[src/rtl/pipe_flow_ctrl.sv]
// pipe_flow_ctrl: central flow controller for the five pipeline registers.
// Merges RAW stalls, HI/LO busy stalls and CP0 requests into enable/clear
// strobes. It also owns the mult/div busy countdown and a saturating
// stall-cycle counter.
module pipe_flow_ctrl #(
  parameter int MULT_CYC = 5,
  parameter int DIV_CYC  = 10,
  parameter int CNT_W    = 4
) (
  input  logic        clk,
  input  logic        reset,
  input  logic        hazard_stall,
  input  logic        d_is_md,
  input  logic        e_md_start,
  input  logic        e_md_is_div,
  input  logic        int_req,
  output logic        f_en,
  output logic        d_en,
  output logic        e_clr,
  output logic        req,
  output logic        md_busy,
  output logic        md_done,
  output logic [31:0] stall_cnt
);

  logic [CNT_W-1:0] busy_q, busy_d;
  logic             done_q, done_d;
  logic [31:0]      stall_cnt_q, stall_cnt_d;
  logic             md_stall;
  logic             stall;
  logic             md_load;

  // Zero-latency strobes; a flush request overrides any stall so the PC can load the handler
  always_comb begin
    req      = int_req & ~reset;
    md_stall = d_is_md & ((busy_q != '0) | e_md_start);
    stall    = (hazard_stall | md_stall) & ~req;
    f_en     = ~stall;
    d_en     = ~stall;
    e_clr    = stall | req;
  end

  // Next-state for busy countdown, completion pulse and stall counter
  always_comb begin
    md_load     = e_md_start & ~req;
    busy_d      = busy_q;
    done_d      = 1'b0;
    stall_cnt_d = stall_cnt_q;
    if (md_load) begin
      busy_d = e_md_is_div ? CNT_W'(DIV_CYC) : CNT_W'(MULT_CYC);
    end else if (busy_q != '0) begin
      busy_d = busy_q - 1'b1;
      done_d = (busy_q == CNT_W'(1));
    end
    if (stall && (stall_cnt_q != 32'hFFFF_FFFF)) begin
      stall_cnt_d = stall_cnt_q + 32'd1;
    end
  end

  // Registered state with synchronous reset; a running count survives a flush
  always_ff @(posedge clk) begin
    if (reset) begin
      busy_q      <= '0;
      done_q      <= 1'b0;
      stall_cnt_q <= '0;
    end else begin
      busy_q      <= busy_d;
      done_q      <= done_d;
      stall_cnt_q <= stall_cnt_d;
    end
  end

  assign md_busy   = (busy_q != '0);
  assign md_done   = done_q;
  assign stall_cnt = stall_cnt_q;

endmodule
[config.mk]
export PLATFORM = sky130hd
export DESIGN_NAME = pipe_flow_ctrl
export DESIGN_NICKNAME = d
export VERILOG_FILES = /design/src/rtl/pipe_flow_ctrl.sv
export SDC_FILE = /design/constraint.sdc
export NUM_CORES = 1
export LEC_CHECK = 0
export CAP_MARGIN = 20
export CORE_MARGIN = 2
export CORE_UTILIZATION = 50
export DETAILED_ROUTE_END_ITERATION = 7
export PLACE_DENSITY = 0.89
export SYNTH_ARGS = -nofsm -noshare
export SYNTH_HDL_FRONTEND = slang
export SYNTH_SLANG_ARGS = --single-unit
[constraint.sdc]
create_clock -name clk -period 6 [get_ports clk]
set_input_delay 1.5 -clock clk [delete_from_list [all_inputs] [get_ports clk]]
set_output_delay 1.5 -clock clk [all_outputs]
set_load 0.005 [all_outputs]
==> impl_metrics.yaml, run 1 <==
timing:
  skew_ns: 0.008208
  fin_crit_ns: 4.827
  hold_viol: 0
  setup_tns_ns: 0
  rsz0062_at_grt: "no"
  slew-limit-headroom: 0.3707
  tightestPinTransition_ns: 0.9430
  slew_viol_final: 0
  max_freq_mhz: 207.2
  period_share: 0.8045
  setup_viol: 0
power_and_ir_drop:
  powerDensity_nw_per_um2: 214.6
  ir_worst_vdd_mv: 0.1692
  p_leak_nw: 0.8838
  finalPower_mw: 0.5635
route:
  wire_per_inst_um: 14.43
  drt_iter0_drc: 80
  routedLengthMet1_um: 2129
  met3_length_um: 202
  maxUsedRoutingLayer: "met4"
  routed_wl_um: 4746
  post-route-drc-count: 0
  wl_met2_um: 2363
  num_vias: 1943
  ant_nets: 0
  firstDrtPassIters: 4
  routed_via_density: 5.906
clock_network:
  clk_pin_slew_ns: 0.07
  clk_latency_ns: 0.30
  ctsResizeCount: 0
  cts_setup_buffers: 0
  ctsRootBufferMaster: "clkbuf_8"
  cts_buffer_depth: 2
  cts_hold_buf: 0
  cts_buffers: 5
  htreeDepth: 2
  clock-sinks: 37
  cts_tree: "built"
global_route:
  grt_usage: 0.2142
  grt_max_degree: 48
  grt_overflow_total: 0
  grt_pass1_vias: 1705
  grt_pass1_wl_um: 7693
  antenna_found_initial: 0
synthesis:
  synth_area_um2: 2071
  synth_top_area_share: 0.3577
  synthTopCellsByArea: "dfxtp_1 36%, a21oi_1 4.1%, or4_1 4.0%"
  synth.most_common_cell: "dfxtp_1"
  synthCells: 239
  synth-edff-count: 0
  ys.warnings.count: 0
  postSynth.asyncResetShare: 0
  ys.flop_type: "dfxtp_1"
  yosysTopAreaCell: "dfxtp_1"
  syn-num-nets: 249
  synthTopCellsByCount: "37 x dfxtp_1, 20 x nor2_1, 17 x a21oi_1"
  synth.distinct_cells: 47
  yosysSeqAreaShare: 0.3577
  post_synth.cell_area_avg_um2: 8.664
  ys_ff_latch: 37
cells_and_area:
  drive_gt1_frac: 0.1147
  seqCellArea_um2: 740.7
  n_fill_cell: 355
  multi_input_area_um2: 1214
  design_area_um2: 2626
  layout.nets: 288
  area_delta_synth_final_pct: 26.83
  n_antenna_cell: 0
  instances_no_fill: 329
placed_design:
  dp_hpwl_um: 3275
  placed_area_um2: 2495
  finalWeightedCongestion: 0.7535
  portBuffers: 44
  dp.cells: 320
floorplanning:
  dieArea_um2: 4672
  fp.dieH_um: 68.36
  core-area_um2: 4000
  io_pins: 45
  fp.dieW_um: 68.36
  initial_core_util: 0.5177
  rows: 23
setup_path:
  arrival_ns: 3.33
  path_class: "primary input to output pin"
  setup.worst_path.start_class: "primary input"
  cp_max_fo: 28
  cp.required_ns: 4.50
  ff2ff_setup_slack_ns: 3.40
  crit_path_end_kind: "output pin"
min_path:
  min_path_type: "register to register"
flow_run:
  max_cap_viol_count: 0
status:
  status: "finished clean"
==> final cells by class <==
cell class | instances | share of cell area
Clock buffer | 6 | 0.03144
Clock inverter | 2 | 0.01429
Inverter | 8 | 0.01143
Multi-Input combinational cell | 180 | 0.4621
Sequential cell | 37 | 0.2820
Tap cell | 50 | 0.02382
Timing Repair Buffer | 46 | 0.1748
==> critical path, stage by stage <==
cell and delay (ns):
clkdlybuf4s50_1 0.44, or2_2 0.30, o311a_4 0.16, inv_2 0.33, clkdlybuf4s50_1 0.59
==> sequential cells by signal (all words and copies together), names as in the netlist <==
| signal | flops |
|---|---|
| stall_cnt | 32 |
| busy_q | 4 |
| md_done | 1 |
==> final timing paths <==
kind | startpoint | endpoint | cells after the start
min | stall_cnt[7] | stall_cnt[7] | 2
max | hazard_stall | d_en | 5
max reg2reg | stall_cnt[0] | stall_cnt[6] | 7
min reg2reg | stall_cnt[7] | stall_cnt[7] | 2
==> through the flow <==
stage,hold WS [ns],setup WS [ns],utilization
2_1_floorplan,0.4829,2.060,-
4_1_cts,0.5166,1.163,0.6537
5_1_grt,0.5446,1.097,0.6566
3_3_place_gp,0.4898,1.206,0.6237
3_5_place_dp,0.5012,1.170,0.6237
6_report,0.5121,1.173,0.6566
==> cell usage in the layout, fill, tap and decap left out, types with 2 or more instances in the layout <==
master	netlist	routed
nor4_2	2	2
o21ai_1	2	2
o31ai_1	10	10
inv_1	7	7
a21oi_2	5	5
or3_1	9	9
xor2_1	3	3
nor4_1	3	3
nand3_1	9	9
mux2_1	3	3
nand4_1	9	9
nor3_1	6	6
nor2b_1	8	8
nand4_2	2	2
clkdlybuf4s50_1	0	44
a21oi_1	17	17
xnor2_1	2	2
mux2_2	3	3
mux2_4	3	3
dfxtp_1	37	37
and3_1	2	2
clkbuf_8	0	6
nor2_1	20	20
nand2_1	16	16
and4_1	6	6
or4_1	11	11
o21ai_0	10	10
nand3b_1	2	2
ha_1	3	3
==> where the power goes <==
part	switching [mW]	internal, mW
sequential	0.00728	0.253
combinational	0.0409	0.0365
clock	0.0911	0.135
total	0.139	0.424
==> metal layers <==
metal,vias to the layer above,global-route usage
met2,49,0.3641
met4,0,0.06500
met3,7,0.03947
met1,920,0.2741
met5,-,0
li1,967,-
==> cell families after synthesis <==
group           synth area share
simple gates              0.3317
compound gates            0.1559
flops                     0.3577
buf+inv                  0.05619
mux                      0.05921
xor+xnor                 0.02115
fa+ha+maj                0.01813
Power figures use the tool's default switching activity.
==> run 2: changes to the inputs <==
--- a/config.mk
+++ b/config.mk
@@ -7,9 +7,9 @@
 export LEC_CHECK = 0
 export CAP_MARGIN = 20
 export CORE_MARGIN = 2
-export CORE_UTILIZATION = 50
+export CORE_UTILIZATION = 46
 export DETAILED_ROUTE_END_ITERATION = 7
-export PLACE_DENSITY = 0.89
+export PLACE_DENSITY = 0.86
 export SYNTH_ARGS = -nofsm -noshare
 export SYNTH_HDL_FRONTEND = slang
 export SYNTH_SLANG_ARGS = --single-unit
==> constraint.sdc (replaced) <==
create_clock -name clk -period 4 [get_ports clk]
set_input_delay 1 -clock clk [delete_from_list [all_inputs] [get_ports clk]]
set_output_delay 1 -clock clk [all_outputs]
set_load 0.005 [all_outputs]
==> run 2 against run 1 <==
Compared with the run above: critical path depth decreased by 1; design area fell by 1.3%; register-to-register slack worse by 1.9 ns; largest cell class unchanged; first-iteration DRC count rose by 30%; final cell count rose by 0.91%; highest routed layer unchanged.
==> impl_metrics.yaml, run 2 (same netlist as run 1, synthesis figures left out) <==
timing:
  holdWs_ns: 0.5160
  fin_crit_ns: 3.505
  slew_viol_final: 0
  slew-limit-headroom: 0.3443
  setup_tns_ns: 0
  rsz0062_at_grt: "no"
  max_freq_mhz: 285.3
  setup_viol: 0
  period_share: 0.8764
  hold_viol: 0
  tightestPinTransition_ns: 0.9826
  skew_ns: 0.009950
setup_path:
  rr_startpoint: "busy_q[0]"
  reg2regPathDepth: 7
  crit_path_end_kind: "output pin"
  ff2ff_setup_slack_ns: 1.51
  rr_endpoint: "stall_cnt[26]"
  arrival_ns: 2.51
  path_class: "primary input to output pin"
  setup.worst_path.start_class: "primary input"
  cp.required_ns: 3.00
  cp_max_fo: 5
clock_network:
  ctsRootBufferMaster: "clkbuf_8"
  clk_pin_slew_ns: 0.07
  clock-sinks: 37
  cts_setup_buffers: 0
  ctsResizeCount: 0
  cts_tree: "built"
  htreeDepth: 2
  cts_buffers: 5
  cts_hold_buf: 0
  clk_latency_ns: 0.29
  cts_buffer_depth: 2
route:
  drt_iter0_drc: 104
  routed_via_density: 5.777
  post-route-drc-count: 0
  routed_wl_um: 4722
  num_vias: 1918
  wire_per_inst_um: 14.22
  ant_nets: 0
  firstDrtPassIters: 4
cells_and_area:
  layout.nets: 289
  drive_gt1_frac: 0.1071
  final_common_cell: "clkdlybuf4s50_1"
  area_delta_synth_final_pct: 25.20
  finish.utilization: 0.5954
  final_cell_mix: "44 x clkdlybuf4s50_1, 37 x dfxtp_1, 20 x nor2_1"
  largest_reg_flops: 32
  n_antenna_cell: 0
power_and_ir_drop:
  p_int_mw: 0.5589
  clkPwrFrac: 0.332
  ir_worst_vdd_mv: 0.2201
  switching_share: 0.2615
  pwr-share-seq: 0.514
  p_sw_mw: 0.1979
  p_leak_nw: 0.8700
  share_comb_of_total_power: 0.154
  powerDensity_nw_per_um2: 291.9
placed_design:
  dp_hpwl_um: 3282
  finalWeightedCongestion: 0.8302
  portBuffers: 44
global_route:
  use_met2: 0.3146
  grt_pass1_vias: 1757
  grt_usage: 0.1943
  use_met3: 0.04701
  grt_max_degree: 48
  grt_pass1_wl_um: 7962
  use_met1: 0.2507
  antenna_found_initial: 0
  grt-busiest-layer: "met2"
  grt_overflow_total: 0
floorplanning:
  io_pins: 45
  dieArea_um2: 5055
  initial_core_util: 0.4756
  fp.dieH_um: 71.10
  core-area_um2: 4354
  rows: 24
  fp.dieW_um: 71.10
min_path:
  hold_path_depth: 2
  min_from: "stall_cnt[22]"
  whs_endpoint: "stall_cnt[22]"
  min_path_type: "register to register"
status:
  status: "finished clean"
flow_run:
  max_cap_viol_count: 0
-- run 2: cell type report --
type | count | area [um^2]
Clock buffer | 8 | 80.08
Tap cell | 52 | 65.06
Fill cell | 385 | 1762
Timing Repair Buffer | 47 | 462.9
Inverter | 8 | 30.03
Multi-Input combinational cell | 180 | 1214
Sequential cell | 37 | 740.7
-- run 2: how the worst max path moves through the flow --
stage | from | end | slack [ns] | cells after the start
floorplan | d_is_md | f_en | 1.06 | 6
global placement | e_md_start | f_en | 0.53 | 4
detailed placement | e_md_start | d_en | 0.50 | 4
CTS | e_md_start | d_en | 0.49 | 4
global route | hazard_stall | d_en | 0.45 | 5
finish | e_md_start | d_en | 0.49 | 4
-- run 2: power by group through the flow --
stage	clock network (mW)	registers (mW)	logic, mW
floorplan	0	0.396	0.0824
global placement	0	0.397	0.114
detailed placement	0	0.397	0.117
CTS	0.256	0.389	0.117
global route	0.272	0.390	0.130
finish	0.251	0.389	0.116
-- run 2: metal layers --
| metal | wire length (um) | up-vias |
|---|---|---|
| met5 | 0 | - |
| met2 | 2277 | 55 |
| met4 | 32 | 0 |
| met3 | 273 | 4 |
| li1 | - | 966 |
| met1 | 2138 | 893 |
-- run 2: metrics by stage --
| step | cells | setup slack (ns) | power, mW | instance area [um^2] |
|---|---|---|---|---|
| 6_report | 332 | 0.4946 | 0.7568 | 2592 |
| 5_1_grt | 332 | 0.4541 | 0.7930 | 2592 |
| 4_1_cts | 332 | 0.4866 | 0.7625 | 2592 |
| 3_5_place_dp | 324 | 0.5005 | 0.5139 | 2512 |
| 3_3_place_gp | 324 | 0.5309 | 0.5110 | 2512 |
| 2_1_floorplan | 239 | 1.060 | 0.4779 | 2071 |
-- run 2: worst max-delay path, stage by stage --
cell	delay, ns
clkdlybuf4s50_1	0.47
o311a_4	0.44
inv_2	0.08
clkdlybuf4s50_1	0.51
